[src/rtl/pipe_pkg.sv]
// Shared constants, opcodes and FSM state type for the pipeline stage controller.
// Imported by pipe_reg and pipe_stage_ctrl.
package pipe_pkg;

    localparam logic [31:0] PIPE_NOP   = 32'h0000_0013;
    localparam logic [6:0]  OP_LOAD    = 7'b0000011;
    localparam logic [6:0]  OP_BRANCH  = 7'b1100011;

    typedef enum logic [1:0] {
        ST_RUN   = 2'd0,
        ST_STALL = 2'd1,
        ST_FLUSH = 2'd2
    } ctrl_state_t;

endpackage

[src/rtl/pipe_reg.sv]
// Generic stage register: synchronous reset value, synchronous clear-to-value,
// and a hold enable. Clear wins over hold.
module pipe_reg
    import pipe_pkg::*;
#(
    parameter int           W       = 32,
    parameter logic [W-1:0] RST_VAL = '0
) (
    input  logic         clk,
    input  logic         rst_n,
    input  logic         hold,
    input  logic         clr,
    input  logic [W-1:0] clr_val,
    input  logic [W-1:0] d,
    output logic [W-1:0] q
);

    // reset, then clear, then hold, else capture d
    always_ff @(posedge clk) begin
        if (!rst_n) begin
            q <= RST_VAL;
        end else if (clr) begin
            q <= clr_val;
        end else if (!hold) begin
            q <= d;
        end
    end

endmodule

[src/rtl/pipe_stage_ctrl.sv]
// Fetch/MW/MW2 stage control with stall/flush handling and a hazard FSM.
// Optional PIPE_PERF_CNT_EN adds stall/flush/retire counters.
module pipe_stage_ctrl
    import pipe_pkg::*;
#(
    parameter logic [31:0] RESET_PC = 32'h0000_0000,
    parameter logic [31:0] NOP_INST = PIPE_NOP
) (
    input  logic        clk,
    input  logic        rst_n,
    input  logic        stall,
    input  logic        stall_MW,
    input  logic        flush,
    input  logic [31:0] br_target,
    input  logic [31:0] inst_F,
    input  logic [31:0] alu_res,
    input  logic        reg_wr,
    output logic [31:0] pc_F,
    output logic [31:0] inst_machine_codeMW,
    output logic [31:0] pc_MW,
    output logic [31:0] inst_machine_codeMW2,
    output logic [31:0] alu_resMW2,
    output logic        reg_wrMW2,
    output logic        valid_MW,
    output logic        valid_MW2,
    output logic [1:0]  ctrl_state,
    output logic        hz_err
`ifdef PIPE_PERF_CNT_EN
    ,
    output logic [31:0] stall_cnt,
    output logic [31:0] flush_cnt,
    output logic [31:0] retire_cnt
`endif
);

    // a flush arriving with a stall is dropped; the hazard unit re-issues it
    logic        acc_flush;
    ctrl_state_t state;

    assign acc_flush  = flush & ~stall;
    assign ctrl_state = state;

    // fetch PC
    pipe_reg #(.W(32), .RST_VAL(RESET_PC)) u_pc_f (
        .clk(clk), .rst_n(rst_n), .hold(stall), .clr(acc_flush),
        .clr_val(br_target), .d(pc_F + 32'd4), .q(pc_F)
    );

    // MW stage
    pipe_reg #(.W(32), .RST_VAL(NOP_INST)) u_inst_mw (
        .clk(clk), .rst_n(rst_n), .hold(stall), .clr(acc_flush),
        .clr_val(NOP_INST), .d(inst_F), .q(inst_machine_codeMW)
    );

    pipe_reg #(.W(32), .RST_VAL(32'h0)) u_pc_mw (
        .clk(clk), .rst_n(rst_n), .hold(stall | flush), .clr(1'b0),
        .clr_val(32'h0), .d(pc_F), .q(pc_MW)
    );

    pipe_reg #(.W(1), .RST_VAL(1'b0)) u_valid_mw (
        .clk(clk), .rst_n(rst_n), .hold(stall), .clr(acc_flush),
        .clr_val(1'b0), .d(1'b1), .q(valid_MW)
    );

    // MW2 stage: bubbled by stall_MW, else follows MW
    pipe_reg #(.W(32), .RST_VAL(NOP_INST)) u_inst_mw2 (
        .clk(clk), .rst_n(rst_n), .hold(1'b0), .clr(stall_MW),
        .clr_val(NOP_INST), .d(inst_machine_codeMW),
        .q(inst_machine_codeMW2)
    );

    pipe_reg #(.W(32), .RST_VAL(32'h0)) u_alu_mw2 (
        .clk(clk), .rst_n(rst_n), .hold(1'b0), .clr(stall_MW),
        .clr_val(32'h0), .d(alu_res), .q(alu_resMW2)
    );

    pipe_reg #(.W(1), .RST_VAL(1'b0)) u_rw_mw2 (
        .clk(clk), .rst_n(rst_n), .hold(1'b0), .clr(stall_MW),
        .clr_val(1'b0), .d(reg_wr & valid_MW), .q(reg_wrMW2)
    );

    pipe_reg #(.W(1), .RST_VAL(1'b0)) u_valid_mw2 (
        .clk(clk), .rst_n(rst_n), .hold(1'b0), .clr(stall_MW),
        .clr_val(1'b0), .d(valid_MW), .q(valid_MW2)
    );

    // hazard FSM and sticky error: stalls must be single-cycle and paired
    always_ff @(posedge clk) begin
        if (!rst_n) begin
            state  <= ST_RUN;
            hz_err <= 1'b0;
        end else begin
            if ((state == ST_STALL && stall) || (stall != stall_MW)) begin
                hz_err <= 1'b1;
            end
            unique case (1'b1)
                stall:     state <= ST_STALL;
                acc_flush: state <= ST_FLUSH;
                default:   state <= ST_RUN;
            endcase
        end
    end

`ifdef PIPE_PERF_CNT_EN
    // wrapping performance counters
    always_ff @(posedge clk) begin
        if (!rst_n) begin
            stall_cnt  <= 32'h0;
            flush_cnt  <= 32'h0;
            retire_cnt <= 32'h0;
        end else begin
            if (stall)     stall_cnt  <= stall_cnt + 32'd1;
            if (acc_flush) flush_cnt  <= flush_cnt + 32'd1;
            if (valid_MW2) retire_cnt <= retire_cnt + 32'd1;
        end
    end
`endif

endmodule

[config.mk]
export PLATFORM = sky130hd
export DESIGN_NAME = pipe_stage_ctrl
export DESIGN_NICKNAME = d
export VERILOG_FILES = /design/src/rtl/pipe_pkg.sv /design/src/rtl/pipe_reg.sv /design/src/rtl/pipe_stage_ctrl.sv
export SDC_FILE = /design/constraint.sdc
export NUM_CORES = 1
export LEC_CHECK = 0
export CORE_UTILIZATION = 38
export DETAILED_ROUTE_END_ITERATION = 16
export GPL_ROUTABILITY_DRIVEN = 1
export PLACE_DENSITY = 0.76
export SYNTH_ARGS = -nofsm -noshare
export SYNTH_HDL_FRONTEND = slang
export SYNTH_SLANG_ARGS = --single-unit
[constraint.sdc]
create_clock -name clk -period 2.2 [get_ports clk]
set_clock_uncertainty 0.1 [all_clocks]
set_input_delay 0.55 -clock clk [delete_from_list [all_inputs] [get_ports clk]]
set_output_delay 0.55 -clock clk [all_outputs]
set_load 0.05 [all_outputs]
==> flow_metrics.env <==
export IMPL_cap_viol_max_count=0
export IMPL_place_congestion=0.875
export IMPL_min_from="u_pc_mw.q[26]$_SDFFE_PN0N_"
export IMPL_die_x_um=130
export IMPL_reg2regPathDepth=7
export IMPL_ios=268
export IMPL_via_per_inst=4.86
export IMPL_num_vias=5777
export IMPL_placed_cell_area_mm2=0.00929
export IMPL_post_cts_buffers=0
export IMPL_io_buffers=267
export IMPL_grt_usage=0.214
export IMPL_vdd_ir_drop_max_v=0.000520
export IMPL_synth_area_mm2=0.00627
export IMPL_setup_violations=0
export IMPL_status="completed"
export IMPL_yosysMostFrequentCell="dfxtp_1"
export IMPL_synth_common_cells="dfxtp_1 (166), nand2_1 (93), and2_1 (69)"
export IMPL_cp_max_fo=5
export IMPL_hp_class="reg2reg"
export IMPL_fp_coreArea_mm2=0.0160
export IMPL_relSlewSlack=0.649
export IMPL_grt_overflow=0
export IMPL_yosys_area_top_type="dfxtp_1"
export IMPL_multi_input_area_mm2=0.00269
export IMPL_design_area_mm2=0.00976
export IMPL_post_route_period_util=0.941
export IMPL_yosysTopAreaCellShare=0.530
export IMPL_clock_sinks=166
export IMPL_synth_avg_cell_area_um2=9.30
export IMPL_hold_buffers=0
export IMPL_drt_pass1_iterations=7
export IMPL_synth_ff_type="dfxtp_1"
export IMPL_first_global_vias=5422
export IMPL_grt_pass1_wl_mm=28.1
export IMPL_holdWs_ps=350
export IMPL_synth_edf_count=0
export IMPL_synth_cell_type_count=58
export IMPL_dieArea_mm2=0.0170
export IMPL_drv_slew=0
export IMPL_die_y_um=130
export IMPL_max_freq_mhz=483
export IMPL_whs_endpoint="u_pc_mw.q[26]$_SDFFE_PN0N_"
export IMPL_grt_max_degree=67
export IMPL_critical_path_class="reg2out"
export IMPL_synthesis_nets=777
export IMPL_p_leak_uw=0.00461
export IMPL_cp_end_kind="output pin"
export IMPL_worstMarginPinSlew_ps=528
export IMPL_synthArstFlopShare=0
export IMPL_start_util=0.392
export IMPL_power_density_mw_per_mm2=739
export IMPL_drtAntennaViolNets=0
export IMPL_ys_ff_latch=166
export IMPL_fin_nets=1064
export IMPL_wirelength_mm=18.5
export IMPL_min_period_ps=2070
export IMPL_pre_cts_ws_ps=-51.5
export IMPL_wire_per_inst_um=15.5
export IMPL_seq_area_frac_synth=0.530
export IMPL_fp_row_count=46
export IMPL_r2r_slack_ps=140
export IMPL_drc=0
export IMPL_seq_area_mm2=0.00335
export IMPL_reg2reg_from="u_pc_f.q[2]$_SDFFE_PN0P_"
export IMPL_setup_ws_ps=129
export IMPL_crit_required_ps=1550
export IMPL_rsz0062_at_grt="false"
export IMPL_cts_root_buf="clkbuf_16"
export IMPL_synth_top_cells_by_area="dfxtp_1 (53%), and2_1 (6.9%), mux2i_1 (6.9%), nand2_1 (5.6%), a21oi_1 (4.2%)"
export IMPL_cts_buffers=17
export IMPL_arrival_ps=1420
export IMPL_drt_initial_drc_count=317
export IMPL_setup_worst_path_start_class="flop"
export IMPL_clk_latency_ps=420
export IMPL_drive_gt1_frac=0.163
export IMPL_dpl_hpwl_mm=13.4
export IMPL_antenna_found_initial=0
export IMPL_htree_levels=4
export IMPL_clk_pin_slew_worst_paths_ps=70
export IMPL_cts_tree="done"
export IMPL_hold_depth=2
export IMPL_area_growth_synth_to_final_pct=55.8
export IMPL_yosys_warnings=0
export IMPL_fillers=1459
export IMPL_postSynthCellCount=674
export IMPL_diodes=0
export IMPL_hold_viol=0
export IMPL_worst_r2r_endpoint="u_pc_f.q[28]$_SDFFE_PN0P_"
export IMPL_clockBufferDepth=2
[what timing repair did]
item | CTS | global route
endpoints found under the setup margin | 102 | 22
gates resized for setup | 102 | 19
gates cloned | 0 | 0
[flip-flops by register name, summed over array words and instances, names as in the netlist]
signal,cells
u_pc_f.q,32
hz_err,1
u_valid_mw.q,1
u_alu_mw2.q,32
ctrl_state,2
u_inst_mw.q,32
u_pc_mw.q,32
u_valid_mw2.q,1
u_rw_mw2.q,1
u_inst_mw2.q,32
[layer usage]
layer,vias to the layer above,global-route usage,share of wire
met5,-,0,0
met2,236,0.349,0.47
met3,21,0.0765,0.085
met4,0,0.0602,0.016
met1,2655,0.267,0.43
li1,2865,-,-
[worst max-delay path, stage by stage, from the launching register on]
cell	delay, ps
dfxtp_2	340
buf_4	130
dlygate4sd2_1	530
[area by class of cell]
type	count	share of cell area
multi-input cells	455	0.275
well taps	216	0.0277
flip-flops and latches	166	0.343
repair buffers	316	0.296
clock inverters	13	0.0124
inverters	5	0.00192
clock buffers	18	0.0440
[power breakdown]
| group | switching, uW | internal (uW) | leakage, uW |
|---|---|---|---|
| clock network | 1260 | 1570 | 0.000264 |
| logic | 726 | 461 | 0.00299 |
| registers | 81.9 | 3120 | 0.00136 |
[per-stage QoR]
step	total power, uW	util	TNS [ps]	std cells
after floorplan	3960	-	0	674
after global placement	4490	0.581	-24.6	1158
after detailed placement	4500	0.581	-208	1158
after CTS	7270	0.607	0	1189
after global routing	7480	0.610	0	1189
final	7220	0.610	0	1189
[cell usage in the layout (no fill, tap or decap), types with 13 or more instances in the layout]
cell type,count
and2_1,69
dlygate4sd2_1,102
a21oi_1,52
clkdlybuf4s50_1,100
buf_4,92
o21ai_0,13
clkbuf_16,17
dlymetal6s2s_1,18
nand3_1,17
dfxtp_1,154
nor2_1,60
nand2_1,93
mux2i_1,43
[cell families after synthesis]
logic type      Yosys count  share of synthesized area
compound gates          112                      0.109
xor+xnor                  2                    0.00280
fa+ha+maj                 1                    0.00200
buf+inv                  53                     0.0459
flops                   166                      0.530
mux                      43                     0.0687
simple gates            297                      0.241
[how the worst max path moves through the flow]
| stage | start | to | slack (ps) |
|---|---|---|---|
| floorplan | u_pc_f.q[12]$_SDFFE_PN0P_ | u_pc_f.q[25]$_SDFFE_PN0P_ | 0.03 |
| global placement | flush | u_pc_f.q[22]$_SDFFE_PN0P_ | -20 |
| detailed placement | flush | u_pc_f.q[22]$_SDFFE_PN0P_ | -50 |
| CTS | u_inst_mw2.q[16]$_SDFF_PP0_ | inst_machine_codeMW2[16] | 1 |
| global route | u_pc_f.q[3]$_SDFFE_PN0P_ | u_pc_f.q[26]$_SDFFE_PN0P_ | 30 |
| finish | u_pc_f.q[6]$_SDFFE_PN0P_ | pc_F[6] | 130 |
No activity file was read; power rests on OpenSTA's default activity.
